`src/rtl/btn_debounce_multi_pkg.sv`:
```
// rtl/btn_debounce_multi_pkg.sv - btn_pkg: default timing constants, channel limit and counter width helper
package btn_pkg;

  localparam int unsigned MAX_N_CH              = 16;
  localparam int unsigned DEF_N_CH              = 4;
  localparam int unsigned DEF_SETTLE_CYCLES     = 500000;
  localparam int unsigned DEF_REPEAT_DELAY      = 25000000;
  localparam int unsigned DEF_REPEAT_PERIOD     = 5000000;

  // Bits needed to hold every value 0..max_val; never narrower than one bit.
  function automatic int unsigned cnt_width(input int unsigned max_val);
    if (max_val < 1) begin
      return 1;
    end
    return $clog2(max_val + 1);
  endfunction

  function automatic int unsigned max_u(input int unsigned a, input int unsigned b);
    return (a > b) ? a : b;
  endfunction

endpackage

```
`src/rtl/btn_debounce_multi_if.sv`:
```
// rtl/btn_debounce_multi_if.sv - button bundle: raw inputs plus debounced level, pulses and toggle state
interface btn_debounce_multi_if #(
  parameter int unsigned N_CH = 4
);

  logic [N_CH-1:0] btn_in;
  logic [N_CH-1:0] btn_level;
  logic [N_CH-1:0] btn_press;
  logic [N_CH-1:0] btn_release;
  logic [N_CH-1:0] btn_toggle;
  logic            any_press;

  modport master (
    output btn_in,
    input  btn_level,
    input  btn_press,
    input  btn_release,
    input  btn_toggle,
    input  any_press
  );

  modport slave (
    input  btn_in,
    output btn_level,
    output btn_press,
    output btn_release,
    output btn_toggle,
    output any_press
  );

endinterface

```
`src/rtl/btn_debounce_ch.sv`:
```
// rtl/btn_debounce_ch.sv - one button channel: synchroniser, settle counter, edge pulses, toggle
// Auto-repeat press pulses are built only when BTN_REPEAT_EN is defined.
module btn_debounce_ch
  import btn_pkg::*;
#(
  parameter int unsigned SETTLE_CYCLES = DEF_SETTLE_CYCLES,
  parameter int unsigned REPEAT_DELAY  = DEF_REPEAT_DELAY,
  parameter int unsigned REPEAT_PERIOD = DEF_REPEAT_PERIOD
) (
  input  logic                  clk,
  input  logic                  rst_n,
  btn_debounce_multi_if.slave   ch_if
);

  localparam int unsigned         CW          = cnt_width(SETTLE_CYCLES);
  localparam logic [CW-1:0]       SETTLE_LAST = CW'(SETTLE_CYCLES - 1);

  logic          sync_q1;
  logic          sync_q2;
  logic [CW-1:0] cnt_q;
  logic          level_q;
  logic          level_d_q;
  logic          press_q;
  logic          release_q;
  logic          toggle_q;
  logic          rise;
  logic          fall;
  logic          rpt_hit;

  assign rise = level_q & ~level_d_q;
  assign fall = ~level_q & level_d_q;

  // The counter compares against SETTLE_CYCLES-1 because the clearing edge is
  // the one on which it would have reached SETTLE_CYCLES.
  always_ff @(posedge clk or negedge rst_n) begin
    if (!rst_n) begin
      sync_q1   <= 1'b0;
      sync_q2   <= 1'b0;
      cnt_q     <= '0;
      level_q   <= 1'b0;
      level_d_q <= 1'b0;
      press_q   <= 1'b0;
      release_q <= 1'b0;
      toggle_q  <= 1'b0;
    end else begin
      sync_q1   <= ch_if.btn_in[0];
      sync_q2   <= sync_q1;
      if (sync_q2 == level_q) begin
        cnt_q <= '0;
      end else if (cnt_q == SETTLE_LAST) begin
        cnt_q   <= '0;
        level_q <= ~level_q;
      end else begin
        cnt_q <= cnt_q + CW'(1);
      end
      level_d_q <= level_q;
      press_q   <= rise | rpt_hit;
      release_q <= fall;
      toggle_q  <= toggle_q ^ rise;
    end
  end

`ifdef BTN_REPEAT_EN
  localparam int unsigned   RW       = cnt_width(max_u(REPEAT_DELAY, REPEAT_PERIOD));
  localparam logic [RW-1:0] DELAY_V  = RW'(REPEAT_DELAY);
  localparam logic [RW-1:0] PERIOD_V = RW'(REPEAT_PERIOD);

  logic [RW-1:0] rpt_q;
  logic          rpt_phase_q;
  logic [RW-1:0] rpt_next;
  logic [RW-1:0] rpt_target;

  always_comb begin
    rpt_next   = rpt_q + RW'(1);
    rpt_target = rpt_phase_q ? PERIOD_V : DELAY_V;
  end

  // Counts edges since the last press pulse; phase 0 waits the initial delay,
  // phase 1 the repeat period.
  assign rpt_hit = level_q & level_d_q & (rpt_next == rpt_target);

  always_ff @(posedge clk or negedge rst_n) begin
    if (!rst_n) begin
      rpt_q       <= '0;
      rpt_phase_q <= 1'b0;
    end else if (!level_q || rise) begin
      rpt_q       <= '0;
      rpt_phase_q <= 1'b0;
    end else if (rpt_hit) begin
      rpt_q       <= '0;
      rpt_phase_q <= 1'b1;
    end else begin
      rpt_q <= rpt_next;
    end
  end
`else
  assign rpt_hit = 1'b0;
`endif

  assign ch_if.btn_level[0]   = level_q;
  assign ch_if.btn_press[0]   = press_q;
  assign ch_if.btn_release[0] = release_q;
  assign ch_if.btn_toggle[0]  = toggle_q;
  assign ch_if.any_press      = press_q;

endmodule

```
`src/rtl/btn_debounce_multi.sv`:
```
// rtl/btn_debounce_multi.sv - N_CH independent debounced buttons with press/release pulses and toggle
// Optional auto-repeat on btn_press is enabled by defining BTN_REPEAT_EN.
module btn_debounce_multi
  import btn_pkg::*;
#(
  parameter int unsigned N_CH          = DEF_N_CH,
  parameter int unsigned SETTLE_CYCLES = DEF_SETTLE_CYCLES,
  parameter int unsigned REPEAT_DELAY  = DEF_REPEAT_DELAY,
  parameter int unsigned REPEAT_PERIOD = DEF_REPEAT_PERIOD
) (
  input  logic            clk,
  input  logic            rst_n,
  input  logic [N_CH-1:0] btn_in,
  output logic [N_CH-1:0] btn_level,
  output logic [N_CH-1:0] btn_press,
  output logic [N_CH-1:0] btn_release,
  output logic [N_CH-1:0] btn_toggle,
  output logic            any_press
);

  logic [N_CH-1:0] ch_any;

  for (genvar i = 0; i < N_CH; i++) begin : g_ch
    btn_debounce_multi_if #(.N_CH(1)) ch_if ();

    assign ch_if.btn_in[0] = btn_in[i];
    assign btn_level[i]    = ch_if.btn_level[0];
    assign btn_press[i]    = ch_if.btn_press[0];
    assign btn_release[i]  = ch_if.btn_release[0];
    assign btn_toggle[i]   = ch_if.btn_toggle[0];
    assign ch_any[i]       = ch_if.any_press;

    btn_debounce_ch #(
      .SETTLE_CYCLES (SETTLE_CYCLES),
      .REPEAT_DELAY  (REPEAT_DELAY),
      .REPEAT_PERIOD (REPEAT_PERIOD)
    ) u_ch (
      .clk   (clk),
      .rst_n (rst_n),
      .ch_if (ch_if.slave)
    );
  end

  assign any_press = |ch_any;

endmodule

```
`config.mk`:
```
export PLATFORM = sky130hd
export DESIGN_NAME = btn_debounce_multi
export DESIGN_NICKNAME = d
export VERILOG_FILES = /design/src/rtl/btn_debounce_multi_pkg.sv /design/src/rtl/btn_debounce_multi_if.sv /design/src/rtl/btn_debounce_ch.sv /design/src/rtl/btn_debounce_multi.sv
export SDC_FILE = /design/constraint.sdc
export NUM_CORES = 1
export LEC_CHECK = 0
export CAP_MARGIN = 20
export CORE_ASPECT_RATIO = 1.75
export CORE_MARGIN = 2
export CORE_UTILIZATION = 40
export CTS_CLUSTER_SIZE = 16
export DETAILED_ROUTE_END_ITERATION = 12
export MAX_ROUTING_LAYER = met4
export SLEW_MARGIN = 30
export SYNTH_ARGS = -nofsm -noshare
export SYNTH_HDL_FRONTEND = slang
export SYNTH_SLANG_ARGS = --single-unit
```
`constraint.sdc`:
```
create_clock -name clk -period 2.75 [get_ports clk]
set_input_delay 0.275 -clock clk [delete_from_list [all_inputs] [get_ports clk]]
set_output_delay 0.275 -clock clk [all_outputs]
set_load 0.1 [all_outputs]
```
==> results of run 1 <==
[cells by family after synthesis]
logic type,share of synthesized area
AO/OA/AOI/OAI,0.05663
XOR/XNOR,0.1041
adder cells (fa/ha/maj),0.01044
buffers and inverters,0.04462
flip-flops,0.5428
multiplexers,0.009394
AND/OR/NAND/NOR,0.2320
[cell usage in the layout, fill, tap and decap left out, drive strengths merged, types with 5 or more instances in the layout]
master  instances
a21oi          19
and2            5
and3            6
and4            5
buf            26
clkbuf         10
dfrtp         104
inv            12
nand2          24
nand3          26
nand4          19
nor2           63
nor2b           9
nor3            9
nor4           12
o21ai          11
o31ai           8
or3            10
or4            11
xnor2          31
xor2           26
[critical path, cell delays in order (launching register included)]
cell and delay, ns:
dfrtp_1 0.42, or4_1 0.51, or4_4 0.54, o21ai_4 0.40, nor2_1 0.10
[per-layer routing]
| metal | vias to the layer above | share of wire | track usage |
|---|---|---|---|
| met3 | 13 | 0.025 | 0.03320 |
| met4 | 0 | 0.022 | 0.06563 |
| met1 | 1602 | 0.43 | 0.1820 |
| met2 | 53 | 0.53 | 0.2604 |
| met5 | - | 0 | - |
| li1 | 1609 | - | - |
[layout make-up]
type                            instances  area [sq um]  area share
Clock buffer                           10         239.0     0.04488
Timing Repair Buffer                   31         257.7     0.04840
Clock inverter                          5         33.78    0.006344
Sequential cell                       104          2603      0.4887
Multi-Input combinational cell        316          1978      0.3715
Tap cell                              135         168.9     0.03172
Inverter                               12         45.04    0.008459
[path summary, 6_finish.rpt]
| path | cells after the start | slack (ns) | from | end |
|---|---|---|---|---|
| worst max-delay path | 4 | 0.63 | g_ch[0].u_ch.cnt_q[12] | g_ch[0].u_ch.cnt_q[2] |
| worst min-delay path | 0 | 0.35 | g_ch[3].u_ch.sync_q1 | g_ch[3].u_ch.sync_q2 |
| worst max register to register | 4 | 0.63 | g_ch[0].u_ch.cnt_q[12] | g_ch[0].u_ch.cnt_q[2] |
| worst min register to register | 0 | 0.35 | g_ch[3].u_ch.sync_q1 | g_ch[3].u_ch.sync_q2 |
| max in group asynchronous | 3 | 1.60 | rst_n | g_ch[3].u_ch.sync_q1 |
| min in group asynchronous | 2 | 0.49 | rst_n | g_ch[1].u_ch.cnt_q[15] |
[registers in the layout, summed over array words and instances, names as in the netlist]
register,count
g_ch.u_ch.ch_if.any_press,4
g_ch.u_ch.ch_if.btn_level,4
g_ch.u_ch.ch_if.btn_release,4
g_ch.u_ch.ch_if.btn_toggle,4
g_ch.u_ch.cnt_q,76
g_ch.u_ch.level_d_q,4
g_ch.u_ch.sync_q1,4
g_ch.u_ch.sync_q2,4
[power groups by stage]
stage	sequential, mW	clock [mW]	combinational, mW
floorplan	1.59	0	0.0454
global placement	1.59	0	0.0967
detailed placement	1.60	0	0.0993
CTS	1.57	1.23	0.101
global route	1.57	1.28	0.113
finish	1.57	1.17	0.0963
[timing repair]
| item | 4_1_cts | 5_1_grt |
|---|---|---|
| setup endpoints to repair | 0 | 0 |
| hold buffers | 1 | 0 |
| endpoints found under the hold margin | 47 | 0 |
[per-stage QoR]
stage	hold WS, ns	util
after floorplan	-0.02059	-
after global placement	0.3314	0.4330
after detailed placement	0.3418	0.4330
after CTS	0.3505	0.4572
after global routing	0.3518	0.4572
final	0.3543	0.4572
==> results.txt, run 1 <==
chip height = 148.8 um
Critical Path Source Type = flip-flop
Synth top area share = 0.5428
htree depth = 3
Routed WL = 8.744 mm
Cell Area, Synth = 4795 sq um
CP required = 2.96 ns
GRT overflow = 0
Comb power frac = 0.034
design area = 5325 sq um
HP Class = flip-flop to flip-flop
highest clock rate = 0.4720 GHz
Synth Register Bits = 104
first-pass GRT wire length = 15.68 mm
Initial Util = 0.4117
dpl cells = 597
postcts setup bufs = 0
total power = 2.838 mW
n_diodes = 0
Post-Syn Nets = 467
Crit. End Element = flip-flop
Fin Setup TNS = 0 ns
Post-synth EDFFs = 0
Synth Warn # = 0
maxcap violations = 0
per-cell routed wire length = 14.26 um
routability cong. = 0.8575
core area = 11,650 sq um
CTS root buffer = clkbuf_16
Clock Latency Late Sink = 0.35 ns
Clk pwr share = 0.414
via count = 3,277
layout overhead on the synthesized area = 11.06%
count of input and output buffers = 22
switching pwr = 0.6252 mW
Yosys top cell by area = dfrtp_1
Int Pwr = 2.213 mW
Worst slew margin = 0.5694
largest net degree at the start of global routing = 51
post-route insts no fill = 613
Final nets = 484
Hold Fails Final Rpt = 0
endpoints failing setup = 0
Cell Pwr Density = 533.0 nW/um^2
Die W = 86.76 um
pre-CTS WS = 0.6003 ns
maximum VDD drop = 0.3030 mV
ys async rst share = 1.000
RSZ-0062 raised after global routing = false
Filler Cells Inserted = 1,097
synth top area cells = dfrtp_1 (54%), xnor2_1 (5.7%), nor2_1 (4.9%)
CP Max Fanout = 18
top-count cell post-synth = dfrtp_1
sequential element share of the synthesized area = 0.5428
Inserted Clock Buffers = 9
Final Cycle Share = 0.7704
Post-DP Area = 5042 sq um
top cell types by occurrence after synthesis = dfrtp_1 (104), nor2_1 (63), xnor2_1 (31), nand3_1 (26), xor2_1 (26)
Final WS setup = 0.6314 ns
vias in the first global route = 3,407
kind of critical path = flip-flop to flip-flop
clk_skew = 0.007639 ns
Syn Area/Cell = 10.49 sq um
ratio of cells with drive above 1 in the final layout = 0.1151
CTS tree = yes
detailed-placement wirelength estimate = 6.162 mm
crit path DAT = 2.33 ns
Die ar. = 12,910 sq um
switching share of total power = 0.2203
leakage power = 2.273 nW
clock-pin transition on the worst setup and hold timing paths = 0.07 ns
Slew @ Worst Pin = 0.6458 ns
gr usage total = 0.1567
iteration-0 DRC count of the detailed router = 171
Final Max Tran Viols = 0
outcome = completed
minimum clock period = 2.119 ns
Rows = 52
Reg power frac = 0.552
Post-Syn Instances = 457
Synth Flop Type = dfrtp_1
Vias/cell = 5.346
drt drc = 0
Sink Count = 104
antenna-violating nets left = 0
DR pass1 iterations = 4
initial antenna violation count = 0
Max Buffers Root-to-Sink = 2
CTS resizes = 0
Yosys cell types = 36
# IOs = 23
Note: power is estimated with default switching activity, not from simulation.
==> run 2: changes to the inputs <==
==> constraint.sdc (replaced) <==
create_clock -name clk -period 1.75 [get_ports clk]
set_input_delay 0.175 -clock clk [delete_from_list [all_inputs] [get_ports clk]]
set_output_delay 0.175 -clock clk [all_outputs]
set_load 0.1 [all_outputs]
==> run 2 against run 1 <==
The run now ends with negative setup slack left. Largest cell class unchanged. Highest routed layer unchanged. Sequential power is 57% higher. Clock power is 89% higher. Total power is 72% higher. Core utilization is 6.4 points higher. Register-to-register slack worse by 0.86 ns. Design area is 14% higher. Global-route usage is 0.59 points higher. Non-clock buffer count is 54 higher. Cell count is 9.0% higher. Via count is 8.3% higher. Largest power group unchanged. Count of clock-buffer cells in the layout is 4 higher. Wire length is 8.8% higher.
==> results.txt, run 2 (synthesis gave the netlist of run 1 again) <==
core area = 11,650 sq um
Critical Path Source Type = flip-flop
Sink Count = 104
first-pass GRT wire length = 16.24 mm
post-route insts no fill = 668
CP required = 1.98 ns
Final nets = 538
most common cell after layout, fill and taps aside = dfrtp_1
Rows = 52
Final Cycle Share = 1.131
detailed-placement wirelength estimate = 6.739 mm
leakage power = 2.652 nW
count of input and output buffers = 22
CTS tree = yes
routability cong. = 0.8393
endpoints failing setup = 23
Worst slew margin = 0.7350
Filler Cells Inserted = 1,019
slowest stage delay, CP = 0.56 ns
Post-DP Area = 5517 sq um
total power = 4.870 mW
Biggest register = g_ch.u_ch.cnt_q
Final Max Tran Viols = 0
highest clock rate = 0.5051 GHz
minimum clock period = 1.980 ns
htree depth = 3
Inserted Clock Buffers = 9
Hold Fails Final Rpt = 0
CP Max Fanout = 2
Slew @ Worst Pin = 0.3923 ns
Routed WL = 9.516 mm
pre-CTS WS = -0.2585 ns
CTS root buffer = clkbuf_16
Fin Setup TNS = -3.942 ns
via count = 3,550
Max Buffers Root-to-Sink = 2
ratio of cells with drive above 1 in the final layout = 0.2645
crit-path cells = or4_1, or4_4, nor2_2, mux2_4
antenna-violating nets left = 0
register area = 2603 sq um
Final WS setup = -0.2298 ns
gr usage total = 0.1626
design area = 6071 sq um
# IOs = 23
multi-input logic area = 2147 sq um
outcome = complete, but fails checks
Die W = 86.76 um
failing checks = negative setup slack
kind of critical path = flip-flop to flip-flop
Clock Latency Late Sink = 0.34 ns
most frequent cells in the layout = dfrtp_1 (104), buf_4 (66), nor2_1 (49), xnor2_1 (31), xor2_1 (26)
clock-pin transition on the worst setup and hold timing paths = 0.07 ns
Cell Pwr Density = 802.2 nW/um^2
Initial Util = 0.4117
layout overhead on the synthesized area = 26.62%
clk_skew = 0.007311 ns
Fin Hold WS = 0.2197 ns
Crit. End Element = flip-flop
iteration-0 DRC count of the detailed router = 69
Slowest cell on crit path = or4_4
Largest register FFs = 76
HP Class = input port to asynchronous set/reset pin
CP top delay family = simple AND/OR/NAND/NOR gates
drt drc = 0
GRT overflow = 0
Final Core Density = 0.5213
maximum VDD drop = 0.4220 mV
initial antenna violation count = 0
Buf/Inv on CP = 0
maxcap violations = 0
per-cell routed wire length = 14.25 um
crit path DAT = 2.21 ns
vias in the first global route = 3,644
DR pass1 iterations = 4
largest net degree at the start of global routing = 35
Die ar. = 12,910 sq um
n_diodes = 0
dpl cells = 646
chip height = 148.8 um
RSZ-0062 raised after global routing = true
Vias/cell = 5.314
run 2: cell count changes in the layout (fill, tap and decap cells not counted), sizes merged:
| cell | change |
|---|---|
| buf | +54 |
| clkinvlp | -2 |
| clkbuf | +4 |
| clkinv | -3 |
| bufinv | +2 |
run 2: worst paths after layout:
path	startpoint	endpoint	slack [ns]	cells past startpoint
setup / recovery	g_ch[0].u_ch.cnt_q[11]	g_ch[0].u_ch.ch_if.btn_level	-0.23	4
hold / removal	rst_n	g_ch[1].u_ch.cnt_q[12]	0.22	2
setup reg to reg	g_ch[0].u_ch.cnt_q[11]	g_ch[0].u_ch.ch_if.btn_level	-0.23	4
hold reg to reg	g_ch[3].u_ch.sync_q1	g_ch[3].u_ch.sync_q2	0.35	0
max in group asynchronous	rst_n	g_ch[1].u_ch.cnt_q[0]	0.94	3
min in group clk	btn_in[3]	g_ch[3].u_ch.sync_q1	0.27	1
run 2: what timing repair did:
action | 4_1_cts | 5_1_grt
cloned | 1 | 0
endpoints found under the hold margin | 78 | 0
endpoints found under the setup margin | 36 | 58
hold buffers | 1 | 0
buffers inserted | 1 | 3
pin swaps | 9 | 11
gates resized for setup | 15 | 31
run 2: final cells by class:
cell class	count	share of cell area
Sequential cell	104	0.4287
Multi-Input combinational cell	316	0.3537
Timing Repair Buffer	85	0.1274
Clock buffer	14	0.04514
Tap cell	135	0.02782
Clock inverter	2	0.009893
Inverter	12	0.007420
run 2: power by group:
| part | internal (mW) | switching, mW |
|---|---|---|
| Combinational | 0.0793 | 0.117 |
| Sequential | 2.44 | 0.0270 |
| Clock | 1.37 | 0.839 |
run 2: per-layer routing:
layer  vias up  track usage  part of all wire
met5         -            -                 0
met4         0      0.08516             0.030
met3        21      0.03099             0.021
met2        49       0.2758              0.55
met1      1753       0.1780              0.40
li1       1727            -                 -
==> run 3: changes to the inputs <==
--- a/config.mk
+++ b/config.mk
@@ -9,10 +9,13 @@
 export CORE_ASPECT_RATIO = 1.75
 export CORE_MARGIN = 2
 export CORE_UTILIZATION = 40
+export CTS_BUF_LIST = sky130_fd_sc_hd__clkbuf_4 sky130_fd_sc_hd__clkbuf_8 sky130_fd_sc_hd__clkbuf_16
+export CTS_CLUSTER_DIAMETER = 150
 export CTS_CLUSTER_SIZE = 16
 export DETAILED_ROUTE_END_ITERATION = 12
 export MAX_ROUTING_LAYER = met4
 export SLEW_MARGIN = 30
 export SYNTH_ARGS = -nofsm -noshare
 export SYNTH_HDL_FRONTEND = slang
+export SYNTH_HIERARCHICAL = 1
 export SYNTH_SLANG_ARGS = --single-unit
==> run 3 against run 2 <==
Die area is 0.65% higher. The run now ends clean. Critical path type unchanged. Maximum frequency is 14% higher. Total power hardly changed. Hold slack better by 0.044 ns. Cell count is 4.3% higher.
==> results.txt, run 3 <==
outcome = completed
Inserted Clock Buffers = 9
total power = 4.870 mW
Slowest cell on crit path = or4_4
DR pass1 iterations = 4
kind of critical path = flip-flop to flip-flop
Filler Cells Inserted = 1,032
vias in the first global route = 3,738
endpoints failing setup = 0
htree depth = 3
post-route insts no fill = 697
CTS tree = yes
Die ar. = 13,000 sq um
antenna-violating nets left = 0
RSZ-0062 raised after global routing = true
# IOs = 23
routability cong. = 0.8590
n_diodes = 0
CP Max Fanout = 6
Crit. End Element = flip-flop
WHS Endpoint = g_ch[2].u_ch/sync_q1
Cell Pwr Density = 788.9 nW/um^2
Routed WL = 9.661 mm
Vias/cell = 5.228
clock-pin transition on the worst setup and hold timing paths = 0.07 ns
Hold Startpoint = btn_in[2]
Synth top area share = 0.5391
minimum clock period = 1.732 ns
via count = 3,644
Worst slew margin = 0.6665
leakage power = 2.658 nW
count of input and output buffers = 22
Clock Latency Late Sink = 0.35 ns
ratio of cells with drive above 1 in the final layout = 0.2839
detailed-placement wirelength estimate = 6.873 mm
worst r2r src = g_ch[2].u_ch/cnt_q[7]
Biggest register = g_ch.u_ch/cnt_q
Cell Area, Synth = 4827 sq um
Post-Syn Instances = 473
Final Cycle Share = 0.9895
pre-CTS WS = -0.1005 ns
CTS root buffer = clkbuf_16
Sink Count = 104
synth top area cells = dfrtp_1 (54%), xnor2_1 (6.5%), nor2_1 (5.6%)
multi-input logic area = 2115 sq um
most frequent cells in the layout = dfrtp_1 (103), buf_4 (81), nor2_1 (72), xnor2_1 (36), nand2_1 (29)
Initial Util = 0.4067
crit-path cells = nand3_2, or4_4, or4_1, a21oi_1
Synth Register Bits = 104
Rows = 53
Slew @ Worst Pin = 0.5002 ns
Post-Syn Nets = 483
R2R depth = 4
dpl cells = 673
clk_skew = 0.008369 ns
GRT overflow = 0
Synth Warn # = 6
core area = 11,870 sq um
iteration-0 DRC count of the detailed router = 121
per-cell routed wire length = 13.86 um
Final WS setup = 0.01836 ns
largest net degree at the start of global routing = 37
sequential element share of the synthesized area = 0.5391
layout overhead on the synthesized area = 27.89%
chip height = 149.3 um
crit path DAT = 2.01 ns
Critical Path Source Type = flip-flop
top-count cell post-synth = dfrtp_1
Die W = 87.04 um
CP required = 2.03 ns
flop-to-flop setup slack = 0.02 ns
Post-DP Area = 5659 sq um
Hold Path Cell Cnt = 1
slowest stage delay, CP = 0.59 ns
drt drc = 0
Fin Setup TNS = 0 ns
design area = 6173 sq um
ys async rst share = 1.000
HP Class = input port to flip-flop
Final Max Tran Viols = 0
Final Core Density = 0.5201
highest clock rate = 0.5775 GHz
maximum VDD drop = 0.5250 mV
most common cell after layout, fill and taps aside = dfrtp_1
Max Buffers Root-to-Sink = 2
FF-to-FF End = g_ch[2].u_ch/cnt_q[17]
Final nets = 565
Yosys cell types = 27
Syn Area/Cell = 10.21 sq um
top cell types by occurrence after synthesis = dfrtp_1 (104), nor2_1 (72), xnor2_1 (36), nand2_1 (32)
gr usage total = 0.1648
Hold Fails Final Rpt = 0
register area = 2604 sq um
first-pass GRT wire length = 16.62 mm
Yosys top cell by area = dfrtp_1
Largest register FFs = 76
Post-synth EDFFs = 0
Fin Hold WS = 0.2633 ns
Synth Flop Type = dfrtp_1
maxcap violations = 0
initial antenna violation count = 0
-- run 3: critical path: cells and delay by family (launching register included) --
family	cells	cell delay [ns]
AND/OR/NAND/NOR	3	1.17
flip-flops	1	0.37
AO/OA/AOI/OAI	1	0.13
-- run 3: worst max-delay path by stage --
| stage | depth (start not counted) | start | slack, ns | to |
|---|---|---|---|---|
| after floorplan | 5 | g_ch[0].u_ch/cnt_q[2] | -0.09 | g_ch[0].u_ch/cnt_q[17] |
| after global placement | 4 | g_ch[0].u_ch/cnt_q[2] | -0.03 | g_ch[0].u_ch/cnt_q[17] |
| after detailed placement | 4 | g_ch[3].u_ch/cnt_q[4] | -0.10 | g_ch[3].u_ch/cnt_q[17] |
| after CTS | 4 | g_ch[3].u_ch/cnt_q[4] | -0.03 | g_ch[3].u_ch/cnt_q[17] |
| after global routing | 4 | g_ch[1].u_ch/cnt_q[5] | -0.05 | g_ch[1].u_ch/cnt_q[17] |
| final | 4 | g_ch[2].u_ch/cnt_q[7] | 0.02 | g_ch[2].u_ch/cnt_q[17] |
-- run 3: repair_timing --
action | in CTS | in global routing
setup endpoints to repair | 6 | 21
resized for setup | 8 | 22
pin swaps | 0 | 20
hold buffers | 1 | 0
endpoints found under the hold margin | 33 | 0
buffers inserted | 0 | 7
-- run 3: where the power goes --
part           internal [mW]  leakage [nW]  switching [mW]
logic                 0.0951          1.08           0.124
registers               2.43          1.42          0.0231
clock network           1.28         0.157           0.916
-- run 3: per-layer routing --
metal,share of wire,global-route usage,up-vias,routed length [um]
met4,0.023,0.06328,0,218
li1,-,-,1790,-
met5,0,-,-,0
met3,0.025,0.03708,14,237
met2,0.53,0.2836,42,5098
met1,0.42,0.1827,1798,4105
-- run 3: cell type report --
type,count,area share
Timing Repair Buffer,99,0.1459
Clock buffer,10,0.03770
Clock inverter,6,0.01459
Tap cell,137,0.02777
Sequential cell,104,0.4218
Inverter,16,0.009728
Multi-Input combinational cell,325,0.3425
-- run 3: cells by family after synthesis --
family                     Yosys count  share of synthesized area
buffers and inverters               44                    0.05080
DFF                                104                     0.5391
adders and majority gates            4                    0.01037
xor gates and xnor gates            56                     0.1016
muxes                                4                   0.009331
and+or+nand+nor                    217                     0.2359
AOI/OAI and AO/OA                   44                    0.05288
